===== src/rtl/coop_pkg.sv =====
// Shared types and constants for the coop-mode UART packet receiver.
package coop_pkg;

  typedef enum logic [2:0] {
    S_IDLE,
    S_COLON,
    S_DIGIT,
    S_CR,
    S_LF
  } state_e;

  localparam logic [7:0] CH_P     = 8'h50;
  localparam logic [7:0] CH_COLON = 8'h3A;
  localparam logic [7:0] CH_CR    = 8'h0D;
  localparam logic [7:0] CH_LF    = 8'h0A;
  localparam logic [7:0] CH_0     = 8'h30;
  localparam logic [7:0] CH_9     = 8'h39;

  // Framing is "P", ":", digits, CR, LF.
  localparam int unsigned PKT_LEN    = 8;
  localparam int unsigned NUM_DIGITS = PKT_LEN - 4;
  localparam int unsigned ACC_W      = 14;
  localparam int unsigned XPOS_W     = 12;
  localparam int unsigned XPOS_MAX   = 4095;

  function automatic logic is_digit(input logic [7:0] b);
    return (b >= CH_0) && (b <= CH_9);
  endfunction

endpackage


===== src/rtl/clk_divide.sv =====
// Periodic single-cycle tick generator: tick_o pulses once every CYCLES clocks.
module clk_divide #(
  parameter int unsigned CYCLES = 1
) (
  input  logic clk_i,
  input  logic rst_i,
  output logic tick_o
);

  localparam int unsigned CNT_W = (CYCLES > 1) ? $clog2(CYCLES) : 1;

  logic [CNT_W-1:0] cnt_q, cnt_d;
  logic             tick_q, tick_d;
  logic             last;

  always_comb begin
    last   = (cnt_q == CNT_W'(CYCLES - 1));
    cnt_d  = last ? '0 : cnt_q + CNT_W'(1);
    tick_d = last;
  end

  always_ff @(posedge clk_i) begin
    if (rst_i) begin
      cnt_q  <= '0;
      tick_q <= 1'b0;
    end else begin
      cnt_q  <= cnt_d;
      tick_q <= tick_d;
    end
  end

  assign tick_o = tick_q;

endmodule


===== src/rtl/coop_packet_rx.sv =====
// Parses "P:dddd\r\n" x-position packets from the UART RX FIFO.
// Optional link-loss timeout is enabled with macro COOP_RX_TIMEOUT_EN.
module coop_packet_rx
  import coop_pkg::*;
#(
  parameter int unsigned FCLK_HZ    = 100_000_000,
  parameter int unsigned TIMEOUT_MS = 200
) (
  input  logic              clk,
  input  logic              rst,
  input  logic              rx_empty,
  input  logic [7:0]        r_data,
  output logic              rd_uart,
  output logic [XPOS_W-1:0] coop_xpos,
  output logic              coop_valid,
  output logic              pkt_err,
  output logic              coop_link_up
);

  localparam int unsigned IDX_W = $clog2(NUM_DIGITS);

  // The ms tick needs at least one clock per millisecond and a nonzero timeout.
  if (FCLK_HZ < 1000 || TIMEOUT_MS == 0) begin : g_cfg_check
    $error("coop_packet_rx: FCLK_HZ must be >= 1000 and TIMEOUT_MS > 0");
  end

  state_e             state_q, state_d;
  logic [ACC_W-1:0]   acc_q, acc_d;
  logic [IDX_W-1:0]   idx_q, idx_d;
  logic [XPOS_W-1:0]  xpos_q, xpos_d;
  logic               valid_q, valid_d;
  logic               err_q, err_d;
  logic               link_q, link_d;
  logic               bad;

  assign rd_uart = !rx_empty && !rst;

`ifdef COOP_RX_TIMEOUT_EN
  localparam int unsigned TICK_CYCLES = FCLK_HZ / 1000;
  localparam int unsigned TO_W        = (TIMEOUT_MS > 1) ? $clog2(TIMEOUT_MS) : 1;

  logic            ms_tick;
  logic [TO_W-1:0] to_cnt_q, to_cnt_d;

  clk_divide #(
    .CYCLES (TICK_CYCLES)
  ) u_ms_tick (
    .clk_i  (clk),
    .rst_i  (rst),
    .tick_o (ms_tick)
  );
`endif

  always_comb begin
    state_d = state_q;
    acc_d   = acc_q;
    idx_d   = idx_q;
    xpos_d  = xpos_q;
    valid_d = 1'b0;
    err_d   = 1'b0;
    link_d  = link_q;
    bad     = 1'b0;
`ifdef COOP_RX_TIMEOUT_EN
    to_cnt_d = to_cnt_q;
`endif

    if (rd_uart) begin
      unique case (state_q)
        S_IDLE: begin
          if (r_data == CH_P) state_d = S_COLON;
        end
        S_COLON: begin
          if (r_data == CH_COLON) begin
            state_d = S_DIGIT;
            acc_d   = '0;
            idx_d   = '0;
          end else begin
            bad = 1'b1;
          end
        end
        S_DIGIT: begin
          if (is_digit(r_data)) begin
            acc_d = ACC_W'(acc_q * ACC_W'(10)) + ACC_W'(r_data - CH_0);
            idx_d = idx_q + IDX_W'(1);
            if (idx_q == IDX_W'(NUM_DIGITS - 1)) state_d = S_CR;
          end else begin
            bad = 1'b1;
          end
        end
        S_CR: begin
          if (r_data == CH_CR) state_d = S_LF;
          else                 bad     = 1'b1;
        end
        S_LF: begin
          if (r_data == CH_LF) begin
            state_d = S_IDLE;
            if (acc_q <= ACC_W'(XPOS_MAX)) begin
              valid_d = 1'b1;
              xpos_d  = acc_q[XPOS_W-1:0];
            end else begin
              err_d = 1'b1;
            end
          end else begin
            bad = 1'b1;
          end
        end
        default: state_d = S_IDLE;
      endcase
    end

    // A stray "P" may be the start of the next packet, so resync on it.
    if (bad) begin
      err_d   = 1'b1;
      state_d = (r_data == CH_P) ? S_COLON : S_IDLE;
    end

`ifdef COOP_RX_TIMEOUT_EN
    if (valid_d) begin
      to_cnt_d = '0;
      link_d   = 1'b1;
    end else if (ms_tick && link_q) begin
      if (to_cnt_q == TO_W'(TIMEOUT_MS - 1)) begin
        to_cnt_d = '0;
        link_d   = 1'b0;
      end else begin
        to_cnt_d = to_cnt_q + TO_W'(1);
      end
    end
`else
    link_d = link_q | valid_d;
`endif
  end

  always_ff @(posedge clk) begin
    if (rst) begin
      state_q <= S_IDLE;
      acc_q   <= '0;
      idx_q   <= '0;
      xpos_q  <= '0;
      valid_q <= 1'b0;
      err_q   <= 1'b0;
      link_q  <= 1'b0;
`ifdef COOP_RX_TIMEOUT_EN
      to_cnt_q <= '0;
`endif
    end else begin
      state_q <= state_d;
      acc_q   <= acc_d;
      idx_q   <= idx_d;
      xpos_q  <= xpos_d;
      valid_q <= valid_d;
      err_q   <= err_d;
      link_q  <= link_d;
`ifdef COOP_RX_TIMEOUT_EN
      to_cnt_q <= to_cnt_d;
`endif
    end
  end

  assign coop_xpos    = xpos_q;
  assign coop_valid   = valid_q;
  assign pkt_err      = err_q;
  assign coop_link_up = link_q;

endmodule


===== config.mk =====
export PLATFORM = sky130hd
export DESIGN_NAME = coop_packet_rx
export DESIGN_NICKNAME = d
export VERILOG_FILES = /design/src/rtl/coop_pkg.sv /design/src/rtl/clk_divide.sv /design/src/rtl/coop_packet_rx.sv
export SDC_FILE = /design/constraint.sdc
export NUM_CORES = 1
export LEC_CHECK = 0
export CORE_MARGIN = 2
export CORE_UTILIZATION = 62
export CTS_CLUSTER_DIAMETER = 80
export DETAILED_ROUTE_END_ITERATION = 6
export PLACE_DENSITY_LB_ADDON = 0.1
export SLEW_MARGIN = 10
export SYNTH_ARGS = -nofsm -noshare
export SYNTH_HDL_FRONTEND = slang
export SYNTH_SLANG_ARGS = --single-unit

===== constraint.sdc =====
create_clock -name clk -period 5.6 [get_ports clk]
set_input_delay 1.12 -clock clk [delete_from_list [all_inputs] [get_ports clk]]
set_output_delay 1.12 -clock clk [all_outputs]
set_load 0.03 [all_outputs]

## Word level (Yosys, flattened, before mapping)

Cells that the tools add are included.

- Add/sub/neg operators: 3
- $mul: 1
- $lt $le $gt $ge: 3
- Equal/unequal tests: 17
- Mux-type cells: 31
- Bitwise operators: 1
- Reductions and logical operators: 10

Operators with widths:

| kind | number |
|---|---|
| $mux W14 | 2 |
| $pmux W14 S2 | 1 |
| $mux W3 | 8 |
| $ne A3 B3 Y1 const B | 6 |
| $eq A8 B4 Y1 const B | 2 |
| $mux W1 | 15 |
| $pmux W3 S5 | 1 |
| $add A14 B14 Y14 | 1 |
| $le A14 B12 Y1 const B | 1 |
| $mul A14 B3 Y13 const B | 1 |
| $sub A8 B6 Y9 const B | 1 |
| $eq A8 B6 Y1 const B | 1 |
| $eq A8 B7 Y1 const B | 1 |
| $ge A8 B6 Y1 const B | 1 |
| $le A8 B6 Y1 const B | 1 |
| $reduce_and A4 Y1 | 2 |
| $reduce_and A7 Y1 | 1 |
| $eq A3 B2 Y1 const B | 2 |
| $mux W2 | 2 |
| $ne A2 B2 Y1 const B | 2 |
| $pmux W1 S4 | 1 |
| $pmux W2 S2 | 1 |
| $reduce_bool A2 Y1 | 2 |
| $eq A3 B1 Y1 const B | 1 |
| other kinds (7) | 9 |

- Bits in registers: 34
- Input port bits: 11
- Output and inout bits: 16
- Logic and storage cells: 73

## Logic depth before layout (Yosys ltp)

Gate-level depths: netlist (run 1).

- Depth in word-level cells: 7
- Mapped depth: 15
- Mapped depth without buffers: 15

## Worst setup path after synthesis (run 1)

No wires, ideal clock.

- Kind: input port to flip-flop
- Start point: input r_data[4]
- End point: register acc_q[13]
- Library setup time: 62 ps
- Arrival time: 3568 ps
- Data required time: 5538 ps
- Setup slack: 1970 ps
- Cell stages on the path: 10
- Path buffers: 1
- Cells stage by stage: ha_1 -> nor3_1 -> ha_1 -> clkbuf_1 -> a21oi_1 -> o21ai_0 -> nand2_1 -> o21ai_0 -> or4b_1 -> nand3_1

- Word-level cells in the longest chain between the ends: 4
- Elaborated cells on any way between the ends: 11
- Those cells by class: add/sub: 2; order compare: 2; eq/ne: 3; mux: 2; reduce/logical: 2

RTL lines:

| element | line | text |
|---|---|---|
| start: declaration | coop_packet_rx.sv:12 | `input logic [7:0] r_data,` |
| $sub A8 B6 Y9, or another cell as far along | coop_packet_rx.sv:83 | `acc_d = ACC_W'(acc_q * ACC_W'(10)) + ACC_W'(r_data - CH_0);` |
| $add A14 B14 Y14 / $logic_and A1 B1 Y1 (equally long branches) | coop_packet_rx.sv:83, coop_pkg.sv:27 |  |
| $mux W14 / $ne A2 B2 Y1 (equally long branches) | n/a |  |
| $pmux W14 S2 / $reduce_and A4 Y1 (equally long branches) | n/a |  |
| end signal: assignment | coop_packet_rx.sv:137 | `acc_q <= '0;` |
| end signal: assignment | coop_packet_rx.sv:148 | `acc_q <= acc_d;` |
| end: declaration | coop_packet_rx.sv:28 | `logic [ACC_W-1:0] acc_q, acc_d;` |

Parallel ways exist; a longest one is shown, timed or not. The select of a mux whose other input is x is not followed.
A chain may end at the register's enable or synchronous reset.

## Final worst setup path (run 1)

- Start point: input rst
- End point: output rd_uart

- Word-level cells in the longest chain between the ends: 2

RTL lines:

| element | line | text |
|---|---|---|
| start: declaration | coop_packet_rx.sv:10 | `input logic rst,` |
| $logic_not A1 Y1 | coop_packet_rx.sv:36 | `assign rd_uart = !rx_empty && !rst;` |
| $logic_and A1 B1 Y1 | coop_packet_rx.sv:36 |  |
| end: declaration | coop_packet_rx.sv:13 | `output logic rd_uart,` |

No other way between the ends.

==> qor.json, run 1 <==
{
  "power_leakage_nw": 1.30,
  "synthArstFlopShare_pct": 0,
  "timing_worst_setup_path_type": "primary input to output port",
  "grt_antenna_before_repair": 0,
  "place.port_buffers": 26,
  "clkSlewWorstSetupHoldPaths_ns": 0.06,
  "path_cells": "clkdlybuf4s50_1 > buf_4 > nor2_1 > clkdlybuf4s50_1",
  "synthDistinctLibCells": 55,
  "worst_setup_path_startpoint": "rst",
  "grt_max_degree": 29,
  "number_of_i_o_pins": 27,
  "synth_nets": 353,
  "final.period_utilization_pct": 71.6,
  "chipHeight_microns": 68.7,
  "crit_path_top_delay_cell": "sky130_fd_sc_hd__clkdlybuf4s50_1",
  "tritoncts": "done",
  "reg2reg_slack_ns": 1.77,
  "power_per_cell_area_nw_per_um2": 158,
  "via_count": 2321,
  "timing.rr.start": "acc_q[1]",
  "groute.usage.overall_pct": 27.7,
  "share_of_layout_cells_above_drive_strength_1_pct": 6.61,
  "placed_cell_area_sq_um": 2900,
  "worst_hold_class": "flip-flop to flip-flop",
  "starting_density_pct": 64.8,
  "syn_area_sq_um": 2590,
  "cts_buffers": 5,
  "drt-total-wl_mm": 5.97,
  "grt_pass1_vias": 2145,
  "worst_ep_required_time_ns": 4.48,
  "drv.max_cap_violation_count": 0,
  "layout.nets": 381,
  "crit_path_max_fo": 28,
  "synthFlopType": "sky130_fd_sc_hd__dfxtp_1",
  "drt.antenna.violating_nets": 0,
  "drt-initial-drc-count": 183,
  "worstSkewPairLatency_ns": 0.28,
  "number_of_storage_elements_in_the_synthesis_netlist": 34,
  "synth_cells": 304,
  "worst_ep_arrival_time_ns": 2.89,
  "vdd_ir_drop_max_uv": 89.2,
  "postLayoutCellArea_sq_um": 2990,
  "fp-row-count": 23,
  "synth_sequential_area_ratio_pct": 26.2,
  "worstMarginPinSlew_ns": 0.725,
  "run_status": "complete, no violations",
  "worst_path_most_repeated_cell": "sky130_fd_sc_hd__clkdlybuf4s50_1",
  "synth.avg_cell_area_sq_um": 8.53,
  "number_of_resized_instances_in_the_post_cts_repair_step": 0,
  "crit_path_max_incr_delay_ns": 0.75,
  "die-width_microns": 68.7,
  "globalplace.congestion": 0.905,
  "final_hold_viol_count": 0,
  "final.setup.tns_ns": 0,
  "fmax_ghz": 0.250,
  "rsz_0062_raised_after_global_routing": "no",
  "r2r.worst_path.cells": 15,
  "hold-path-cell-count": 2,
  "slew-limit-headroom_pct": 51.4,
  "die_outline_area_sq_um": 4720,
  "period_needed_ns": 4.01,
  "holdWs_ns": 0.452,
  "drt_drc_violations_left": 0,
  "root_buffer": "sky130_fd_sc_hd__clkbuf_8",
  "clock_sinks": 34,
  "drt_pre_antenna_iters": 5,
  "area_delta_synth_final_pct": 15.4,
  "holdBufCountCts": 0,
  "ys.warnings.count": 0,
  "grt_first_pass_wirelength_mm": 9.81,
  "dp_cells": 375,
  "synth_edf_count": 0,
  "min_to": "coop_xpos[6]",
  "fin_ws_ns": 1.59,
  "finish.utilization_pct": 74.8,
  "endpoint_of_the_lowest_slack_register_to_register_path": "acc_q[13]",
  "level_count_of_the_clock_h_tree": 2,
  "maxSlewViolCount": 0,
  "fin_skew_ns": 0.00476,
  "drt-vias-per-instance": 6.06,
  "core_area_sq_um": 4000,
  "dp_hpwl_mm": 4.60,
  "finalNonFillerCells": 383,
  "globalRoute.totalOverflow": 0,
  "endpoint_kind": "output port",
  "route.detailed.wl_per_inst_microns": 15.6,
  "setup-violations-final": 0,
  "postCtsSetupBuffers": 0,
  "critical_path.startpoint_type": "primary input",
  "hold_path.startpoint": "coop_xpos[6]",
  "finalPower_mw": 0.474,
  "antenna_cells_inserted": 0,
  "n_fill_cell": 333,
  "dpl_worst_slack_ns": 1.61,
  "maximum_clock_path_buffer_count": 2
}
## cells by family after synthesis
family,synth area share (%)
compound gates,23.5
xor+xnor,7.09
simple gates,19.9
mux,0.772
fa+ha+maj,18.9
flops,26.2
buf+inv,3.52
## flip-flops by register name, indices dropped and copies added, names as in the netlist
register,flops
coop_link_up,1
coop_xpos,12
idx_q,2
acc_q,14
coop_valid,1
state_q,3
pkt_err,1
## critical path: cells and delay by family
| kind | cells | cell delay, ns |
|---|---|---|
| AND/OR/NAND/NOR | 1 | 0.39 |
| buffers and inverters | 3 | 1.37 |
## worst max path at each step
stage | to | cells after the start
after detailed placement | rd_uart | 4
final | rd_uart | 4
after floorplan | acc_q[13] | 10
after CTS | rd_uart | 4
after global routing | acc_q[13] | 15
after global placement | rd_uart | 4
## routing by layer
layer / routed length (microns) / part of all wire [%] / GRT usage (%)
met5: 0 / 0 / 0
met4: 98 / 1.6 / 10.3
met3: 348 / 5.8 / 3.57
met2: 2550 / 43 / 42.2
met1: 2970 / 50 / 39.6
## Yosys cell counts (3+ instances only)
cell,n,area [sq um]
sky130_fd_sc_hd__or3_1,3,18.8
sky130_fd_sc_hd__clkbuf_1,6,22.5
sky130_fd_sc_hd__nor3_1,10,50.1
sky130_fd_sc_hd__nand4_1,3,18.8
sky130_fd_sc_hd__a22o_1,3,26.3
sky130_fd_sc_hd__nor2_1,21,78.8
sky130_fd_sc_hd__a211oi_1,4,30.0
sky130_fd_sc_hd__xnor2_1,14,123
sky130_fd_sc_hd__a21oi_1,31,155
sky130_fd_sc_hd__nand3_1,5,25.0
sky130_fd_sc_hd__nand2_1,36,135
sky130_fd_sc_hd__a22oi_1,9,67.6
sky130_fd_sc_hd__a21o_1,5,37.5
sky130_fd_sc_hd__xor2_1,7,61.3
sky130_fd_sc_hd__inv_1,10,37.5
sky130_fd_sc_hd__ha_1,36,450
sky130_fd_sc_hd__o21bai_1,6,45.0
sky130_fd_sc_hd__o21ai_0,14,70.1
sky130_fd_sc_hd__dfxtp_1,34,681
## power breakdown
| part | switching [mW] | total [mW] | internal (mW) |
|---|---|---|---|
| Combinational | 0.0289 | 0.0496 | 0.0207 |
| Clock | 0.0837 | 0.183 | 0.0991 |
| Sequential | 0.0000260 | 0.242 | 0.242 |
## cell usage in the layout, fill, tap and decap left out, types with 4 or more instances in the layout
| master | n |
|---|---|
| sky130_fd_sc_hd__xnor2_1 | 14 |
| sky130_fd_sc_hd__clkbuf_8 | 6 |
| sky130_fd_sc_hd__o21ai_0 | 14 |
| sky130_fd_sc_hd__buf_4 | 4 |
| sky130_fd_sc_hd__a211oi_1 | 4 |
| sky130_fd_sc_hd__a21o_1 | 5 |
| sky130_fd_sc_hd__nand3_1 | 5 |
| sky130_fd_sc_hd__ha_1 | 36 |
| sky130_fd_sc_hd__a21oi_1 | 31 |
| sky130_fd_sc_hd__a22oi_1 | 9 |
| sky130_fd_sc_hd__xor2_1 | 7 |
| sky130_fd_sc_hd__dfxtp_1 | 34 |
| sky130_fd_sc_hd__nor2_1 | 21 |
| sky130_fd_sc_hd__inv_1 | 10 |
| sky130_fd_sc_hd__nand2_1 | 36 |
| sky130_fd_sc_hd__o21bai_1 | 6 |
| sky130_fd_sc_hd__nor3_1 | 9 |
| sky130_fd_sc_hd__clkdlybuf4s50_1 | 26 |
## area by class of cell
| cell class | instances | area, sq um | area share (%) |
|---|---|---|---|
| tap | 50 | 62.6 | 2.09 |
| clock buffer | 7 | 86.3 | 2.88 |
| sequential | 34 | 681 | 22.7 |
| multi-input combinational | 250 | 1830 | 61.0 |
| clock inverter | 1 | 5.00 | 0.167 |
| timing repair buffer | 30 | 290 | 9.70 |
| inverter | 11 | 41.3 | 1.38 |
Note: power is estimated with default switching activity, not from simulation.
==> run 2: changes to the inputs <==
Settings changed: CORE_UTILIZATION 62 to 57.
Clock period 5.6 ns to 4 ns, I/O delays scaled along.
==> run 2 against run 1 <==
Effect of this change: core utilization shrank 6.2 points; non-clock buffer count grew 1; worst hold slack lost 0.0022 ns; critical endpoint is now acc_q[13]; highest routed layer unchanged.
==> qor.json, run 2 (synthesized netlist as in run 1, its figures left out) <==
{
  "finalPower": {"value": 0.653, "unit": "mW", "change": "+38%"},
  "setup-violations-final": {"value": 0, "change": "unchanged"},
  "level_count_of_the_clock_h_tree": {"value": 2, "change": "unchanged"},
  "fp-row-count": {"value": 24, "change": "+4.3%"},
  "route.detailed.wl_per_inst": {"value": 15.0, "unit": "microns", "change": "-4.0%"},
  "share_of_layout_cells_above_drive_strength_1": {"value": 6.91, "unit": "%", "change": "+0.30 points"},
  "drt-vias-per-instance": {"value": 5.92, "change": "-2.3%"},
  "clock_sinks": {"value": 34, "change": "unchanged"},
  "dp_cells": {"value": 378, "change": "+0.80%"},
  "antenna_cells_inserted": {"value": 0, "change": "unchanged"},
  "hold_path.startpoint": "coop_xpos[8]",
  "drt-total-wl": {"value": 5.76, "unit": "mm", "change": "-3.5%"},
  "maxSlewViolCount": {"value": 0, "change": "unchanged"},
  "power_leakage": {"value": 1.30, "unit": "nW", "change": "-0.26%"},
  "chipHeight": {"value": 71.5, "unit": "microns", "change": "+4.0%"},
  "crit_path_max_fo": {"value": 5, "change": "-82%"},
  "period_needed_ns": 3.74,
  "postCtsSetupBuffers": {"value": 0, "change": "unchanged"},
  "number_of_resized_instances_in_the_post_cts_repair_step": {"value": 0, "change": "unchanged"},
  "hold-path-cell-count": {"value": 2, "change": "unchanged"},
  "final.period_utilization_pct": 93.5,
  "reg2reg_slack": {"value": 0.26, "unit": "ns", "change": "-1.51 ns"},
  "n_fill_cell": {"value": 380, "change": "+14%"},
  "drt-initial-drc-count": {"value": 106, "change": "-42%"},
  "endpoint_of_the_lowest_slack_register_to_register_path": "acc_q[13]",
  "drv.max_cap_violation_count": {"value": 0, "change": "unchanged"},
  "rsz_0062_raised_after_global_routing": "no",
  "min_to": "coop_xpos[8]",
  "endpoint_kind": "flip-flop",
  "die_outline_area": {"value": 5110, "unit": "sq um", "change": "+8.2%"},
  "timing_worst_setup_path_type": "flip-flop to flip-flop",
  "die-width": {"value": 71.5, "unit": "microns", "change": "+4.0%"},
  "largest_reg_flops": {"value": 14, "change": "unchanged"},
  "number_of_i_o_pins": {"value": 27, "change": "unchanged"},
  "via_count": {"value": 2279, "change": "-1.8%"},
  "worstMarginPinSlew": {"value": 0.550, "unit": "ns", "change": "-0.176 ns"},
  "holdBufCountCts": {"value": 0, "change": "unchanged"},
  "finalNonFillerCells": {"value": 385, "change": "+0.52%"},
  "critical_path.startpoint_type": "flip-flop",
  "vdd_ir_drop_max": {"value": 139, "unit": "uV", "change": "+56%"},
  "final_hold_viol_count": {"value": 0, "change": "unchanged"},
  "dp_hpwl": {"value": 4.53, "unit": "mm", "change": "-1.6%"},
  "core_area": {"value": 4350, "unit": "sq um", "change": "+8.9%"},
  "final_cell_mix": "sky130_fd_sc_hd__nand2_1, sky130_fd_sc_hd__ha_1, sky130_fd_sc_hd__dfxtp_1, sky130_fd_sc_hd__a21oi_1, sky130_fd_sc_hd__clkdlybuf4s50_1",
  "area_delta_synth_final_pct": 15.1,
  "cts_buffers": {"value": 5, "change": "unchanged"},
  "grt_antenna_before_repair": {"value": 0, "change": "unchanged"},
  "drt.antenna.violating_nets": {"value": 0, "change": "unchanged"},
  "starting_density": {"value": 59.6, "unit": "%", "change": "-5.3 points"},
  "drt_drc_violations_left": {"value": 0, "change": "unchanged"},
  "worst_ep_required_time": {"value": 4.24, "unit": "ns", "change": "-0.24 ns"},
  "clkSlewWorstSetupHoldPaths": {"value": 0.07, "unit": "ns", "change": "about the same"},
  "groute.usage.overall": {"value": 24.7, "unit": "%", "change": "-3.0 points"},
  "worst_hold_class": "flip-flop to flip-flop",
  "grt_first_pass_wirelength": {"value": 10.1, "unit": "mm", "change": "+3.4%"},
  "run_status": "complete, no violations",
  "final.setup.tns": {"value": 0, "unit": "ns", "change": "unchanged"},
  "worst_ep_arrival_time": {"value": 3.98, "unit": "ns", "change": "+1.09 ns"},
  "worstSkewPairLatency": {"value": 0.29, "unit": "ns", "change": "about the same"},
  "register_name_with_the_most_flops": "acc_q",
  "globalRoute.totalOverflow": {"value": 0, "change": "unchanged"},
  "drt_pre_antenna_iters": {"value": 4, "change": "-1"},
  "fin_skew": {"value": 0.00742, "unit": "ns", "change": "+0.00266 ns"},
  "place.port_buffers": {"value": 26, "change": "unchanged"},
  "tritoncts": "done",
  "maximum_clock_path_buffer_count": {"value": 2, "change": "unchanged"},
  "globalplace.congestion": {"value": 0.884, "change": "-2.2%"},
  "layout.nets": {"value": 382, "change": "+0.26%"},
  "r2r.worst_path.cells": {"value": 15, "change": "unchanged"},
  "slew-limit-headroom": {"value": 63.3, "unit": "%", "change": "+12 points"},
  "grt_pass1_vias": {"value": 2166, "change": "+0.98%"},
  "power_per_cell_area": {"value": 219, "unit": "nW/um^2", "change": "+38%"},
  "timing.rr.start": "acc_q[1]",
  "grt_max_degree": {"value": 28, "change": "-3.4%"},
  "root_buffer": "sky130_fd_sc_hd__clkbuf_8",
  "fmax_ghz": 0.267
}
[run 2: cell count changes in the layout (fill, tap and decap cells not counted)]
cell                       delta
sky130_fd_sc_hd__dfxtp_1      -1
sky130_fd_sc_hd__clkinv_2     +1
sky130_fd_sc_hd__nor3_1       +1
sky130_fd_sc_hd__nor3_2       -1
sky130_fd_sc_hd__buf_4        +1
sky130_fd_sc_hd__clkbuf_8     -1
sky130_fd_sc_hd__clkbuf_1     -1
sky130_fd_sc_hd__dfxtp_2      +1
[run 2: routing by layer]
layer  routed length (microns)  GRT usage (%)  share of wire, %
met5                         0              0                 0
met4                       120           9.22               2.1
met3                       201           1.69               3.5
met2                      2420           38.0                42
met1                      3020           36.4                52
[run 2: worst max path at each step]
stage | endpoint | startpoint
floorplan | acc_q[13] | acc_q[1]
global placement | acc_q[13] | acc_q[1]
detailed placement | acc_q[13] | acc_q[1]
CTS | acc_q[13] | acc_q[1]
global route | acc_q[13] | acc_q[1]
finish | acc_q[13] | acc_q[1]
[run 2: power by group]
group	leakage, nW	switching [mW]	internal [mW]	total, mW
registers	0.274	0.0000374	0.338	0.338
clock network	0.0438	0.128	0.117	0.245
logic	0.978	0.0405	0.0290	0.0695
[run 2: layout make-up]
cell class,count,area (sq um),area share [%]
clock buffers,5,68.8,2.30
clock inverters,2,10.0,0.335
inverters,11,41.3,1.38
multi-input cells,250,1820,61.0
flip-flops and latches,34,682,22.8
well taps,52,65.1,2.18
repair buffers,31,298,9.97
[run 2: metrics by stage]
stage | util, % | worst slack, ns | instance area [sq um] | hold slack [ns]
after floorplan | - | 0.556 | 2590 | 0.450
after global placement | 66.8 | 0.413 | 2910 | 0.438
after detailed placement | 66.8 | 0.339 | 2910 | 0.443
after CTS | 68.6 | 0.298 | 2990 | 0.453
after global routing | 68.6 | 0.0659 | 2990 | 0.484
final | 68.6 | 0.261 | 2990 | 0.450
[run 2: worst max-delay path, cell delays in order, from the launching register on]
cell and delay (ns):
sky130_fd_sc_hd__dfxtp_2 0.35, sky130_fd_sc_hd__ha_1 0.29, sky130_fd_sc_hd__ha_1 0.23, sky130_fd_sc_hd__fa_1 0.42, sky130_fd_sc_hd__a21o_1 0.18, sky130_fd_sc_hd__a21oi_1 0.23
sky130_fd_sc_hd__o21bai_1 0.10, sky130_fd_sc_hd__a21oi_1 0.22, sky130_fd_sc_hd__xnor2_1 0.16, sky130_fd_sc_hd__ha_1 0.30, sky130_fd_sc_hd__a21o_1 0.19, sky130_fd_sc_hd__a21o_1 0.17
sky130_fd_sc_hd__a21oi_1 0.13, sky130_fd_sc_hd__o21ai_0 0.13, sky130_fd_sc_hd__or4b_1 0.48, sky130_fd_sc_hd__nand3_1 0.09
==> run 3: changes to the inputs <==
Settings changed: CORE_MARGIN 2 to 3.
==> run 3 against run 2 <==
Effect of this change: core utilization up 2.8 points; first-iteration DRC count up 24%; register-to-register slack better by 0.03 ns; critical path type unchanged; cell count unchanged.
==> qor.json, run 3 (synthesized netlist as in run 1, its figures left out) <==
{
  "slew-limit-headroom": {"value": 60.4, "unit": "%", "change": "-2.9 points"},
  "area_delta_synth_final_pct": 15.6,
  "r2r.worst_path.cells": {"value": 15, "change": "unchanged"},
  "worst_ep_arrival_time": {"value": 3.94, "unit": "ns", "change": "-0.04 ns"},
  "via_count": {"value": 2328, "change": "+2.2%"},
  "groute.usage.overall": {"value": 24.0, "unit": "%", "change": "-0.73 points"},
  "starting_density": {"value": 61.7, "unit": "%", "change": "+2.2 points"},
  "holdBufCountCts": {"value": 0, "change": "unchanged"},
  "power_frac_seq": {"value": 52.2, "unit": "%", "change": "+0.4 points"},
  "run_status": "complete, no violations",
  "drt_pre_antenna_iters": {"value": 4, "change": "unchanged"},
  "final.setup.tns": {"value": 0, "unit": "ns", "change": "unchanged"},
  "min_to": "coop_xpos[4]",
  "endpoint_kind": "flip-flop",
  "timing.rr.start": "acc_q[1]",
  "drt-total-wl": {"value": 5.94, "unit": "mm", "change": "+3.2%"},
  "globalplace.congestion": {"value": 0.880, "change": "-0.55%"},
  "hold-path-cell-count": {"value": 2, "change": "unchanged"},
  "net-switching-power": {"value": 0.163, "unit": "mW", "change": "-3.5%"},
  "setup-violations-final": {"value": 0, "change": "unchanged"},
  "grt_antenna_before_repair": {"value": 0, "change": "unchanged"},
  "globalRoute.totalOverflow": {"value": 0, "change": "unchanged"},
  "drt-initial-drc-count": {"value": 131, "change": "+24%"},
  "maxSlewViolCount": {"value": 0, "change": "unchanged"},
  "grt_first_pass_wirelength": {"value": 10.2, "unit": "mm", "change": "+0.27%"},
  "cts_buffers": {"value": 5, "change": "unchanged"},
  "fmax": {"value": 0.269, "unit": "GHz", "change": "+0.73%"},
  "dp_hpwl": {"value": 4.70, "unit": "mm", "change": "+3.9%"},
  "clkSlewWorstSetupHoldPaths": {"value": 0.07, "unit": "ns", "change": "about the same"},
  "drt.antenna.violating_nets": {"value": 0, "change": "unchanged"},
  "clock_sinks": {"value": 34, "change": "unchanged"},
  "root_buffer": "sky130_fd_sc_hd__clkbuf_8",
  "fp-row-count": {"value": 23, "change": "-4.2%"},
  "p_int": {"value": 0.485, "unit": "mW", "change": "+0.27%"},
  "worst_hold_class": "flip-flop to flip-flop",
  "power_per_cell_area": {"value": 216, "unit": "nW/um^2", "change": "-1.1%"},
  "layout.nets": {"value": 384, "change": "+0.52%"},
  "die_outline_area": {"value": 5400, "unit": "sq um", "change": "+5.7%"},
  "largest_reg_flops": {"value": 14, "change": "unchanged"},
  "crit_path_max_fo": {"value": 5, "change": "unchanged"},
  "worstSkewPairLatency": {"value": 0.29, "unit": "ns", "change": "about the same"},
  "global_route.usage.met3": {"value": 2.87, "unit": "%", "change": "+1.2 points"},
  "finish.utilization": {"value": 71.4, "unit": "%", "change": "+2.8 points"},
  "core_area": {"value": 4200, "unit": "sq um", "change": "-3.5%"},
  "drt-vias-per-instance": {"value": 6.05, "change": "+2.2%"},
  "power.combinational.fraction": {"value": 11.1, "unit": "%", "change": "+0.4 points"},
  "hold_path.startpoint": "coop_xpos[4]",
  "die-width": {"value": 73.5, "unit": "microns", "change": "+2.8%"},
  "rsz_0062_raised_after_global_routing": "no",
  "postLayoutCellArea": {"value": 3000, "unit": "sq um", "change": "+0.38%"},
  "gr-usage-met2": {"value": 35.2, "unit": "%", "change": "-2.7 points"},
  "final.period_utilization": {"value": 92.8, "unit": "%", "change": "-0.68 points"},
  "level_count_of_the_clock_h_tree": {"value": 2, "change": "unchanged"},
  "vdd_ir_drop_max": {"value": 112, "unit": "uV", "change": "-19%"},
  "number_of_i_o_pins": {"value": 27, "change": "unchanged"},
  "worst_ep_required_time": {"value": 4.23, "unit": "ns", "change": "about the same"},
  "worstMarginPinSlew": {"value": 0.590, "unit": "ns", "change": "+0.0398 ns"},
  "grt.busiest_layer": "met1",
  "postCtsSetupBuffers": {"value": 0, "change": "unchanged"},
  "route.detailed.wl_per_inst": {"value": 15.4, "unit": "microns", "change": "+3.2%"},
  "critical_path.startpoint_type": "flip-flop",
  "drv.max_cap_violation_count": {"value": 0, "change": "unchanged"},
  "timing_worst_setup_path_type": "flip-flop to flip-flop",
  "finalPower": {"value": 0.648, "unit": "mW", "change": "-0.72%"},
  "fin_skew": {"value": 0.00683, "unit": "ns", "change": "-0.000592 ns"},
  "period_needed": {"value": 3.71, "unit": "ns", "change": "-0.0272 ns"},
  "share_of_layout_cells_above_drive_strength_1": {"value": 7.16, "unit": "%", "change": "+0.26 points"},
  "switching_share": {"value": 25.1, "unit": "%", "change": "-0.74 points"},
  "endpoint_of_the_lowest_slack_register_to_register_path": "acc_q[13]",
  "antenna_cells_inserted": {"value": 0, "change": "unchanged"},
  "power_leakage": {"value": 1.31, "unit": "nW", "change": "+0.70%"},
  "reg2reg_slack": {"value": 0.29, "unit": "ns", "change": "+0.03 ns"},
  "tritoncts": "done",
  "number_of_resized_instances_in_the_post_cts_repair_step": {"value": 0, "change": "unchanged"},
  "grt_pass1_vias": {"value": 2119, "change": "-2.2%"},
  "grt_max_degree": {"value": 28, "change": "unchanged"},
  "gr-usage-met1": {"value": 36.1, "unit": "%", "change": "-0.36 points"},
  "register_name_with_the_most_flops": "acc_q",
  "final_hold_viol_count": {"value": 0, "change": "unchanged"},
  "chipHeight": {"value": 73.5, "unit": "microns", "change": "+2.8%"},
  "placed_cell_area": {"value": 2920, "unit": "sq um", "change": "+0.43%"},
  "drt_drc_violations_left": {"value": 0, "change": "unchanged"},
  "place.port_buffers": {"value": 26, "change": "unchanged"},
  "final_cell_mix": "sky130_fd_sc_hd__nand2_1, sky130_fd_sc_hd__ha_1, sky130_fd_sc_hd__dfxtp_1, sky130_fd_sc_hd__a21oi_1, sky130_fd_sc_hd__clkdlybuf4s50_1",
  "clock_power_share": {"value": 36.7, "unit": "%", "change": "-0.8 points"},
  "maximum_clock_path_buffer_count": {"value": 2, "change": "unchanged"}
}
[run 3: changes by cell type in the layout (fill, tap and decap cells not counted)]
cell                      previous run  this run
sky130_fd_sc_hd__buf_4               5         7
sky130_fd_sc_hd__dfxtp_1            33        34
sky130_fd_sc_hd__dfxtp_2             1         0
[run 3: how the worst max path moves through the flow]
stage	start	to	slack, ns	cells past startpoint
floorplan	acc_q[1]	acc_q[13]	0.56	15
global placement	acc_q[1]	acc_q[13]	0.43	15
detailed placement	acc_q[1]	acc_q[13]	0.33	15
CTS	acc_q[1]	acc_q[13]	0.29	15
global route	acc_q[1]	acc_q[13]	0.05	15
finish	acc_q[1]	acc_q[13]	0.29	15
[run 3: critical path: stages (launching register included)]
cell and delay, ns:
sky130_fd_sc_hd__dfxtp_1 0.44, sky130_fd_sc_hd__ha_1 0.27, sky130_fd_sc_hd__ha_1 0.24, sky130_fd_sc_hd__fa_1 0.40, sky130_fd_sc_hd__a21o_1 0.18, sky130_fd_sc_hd__a21oi_1 0.23
sky130_fd_sc_hd__o21bai_1 0.09, sky130_fd_sc_hd__a21oi_1 0.20, sky130_fd_sc_hd__xnor2_1 0.15, sky130_fd_sc_hd__ha_1 0.30, sky130_fd_sc_hd__a21o_1 0.19, sky130_fd_sc_hd__a21o_1 0.16
sky130_fd_sc_hd__a21oi_1 0.12, sky130_fd_sc_hd__o21ai_0 0.11, sky130_fd_sc_hd__or4b_1 0.47, sky130_fd_sc_hd__nand3_1 0.09
[run 3: per-stage QoR]
step           std cells  hold WS (ns)  setup slack, ns
4_1_cts              385         0.451            0.288
5_1_grt              385         0.466           0.0463
3_5_place_dp         378         0.444            0.328
3_3_place_gp         378         0.436            0.432
6_report             385         0.448            0.288
2_1_floorplan        304         0.450            0.556
[run 3: power by group through the flow]
stage          Combinational (mW)  Sequential (mW)  Clock (mW)
2_1_floorplan              0.0416            0.346           0
3_3_place_gp               0.0698            0.346           0
3_5_place_dp               0.0708            0.346           0
4_1_cts                    0.0709            0.338       0.246
5_1_grt                    0.0786            0.338       0.258
6_report                   0.0717            0.338       0.238
[run 3: per-layer routing]
layer  up-vias  share of wire, %
li1       1177                 -
met1      1059                47
met2        80                43
met3        12               7.8
met4         0               2.0
met5         -                 0
[run 3: layout make-up]
class / count / area [sq um]
Sequential cell: 34 / 681
Inverter: 11 / 41.3
Clock buffer: 5 / 68.8
Fill cell: 381 / 1200
Multi-Input combinational cell: 250 / 1820
Tap cell: 50 / 62.6
Timing Repair Buffer: 33 / 313
Clock inverter: 2 / 10.0
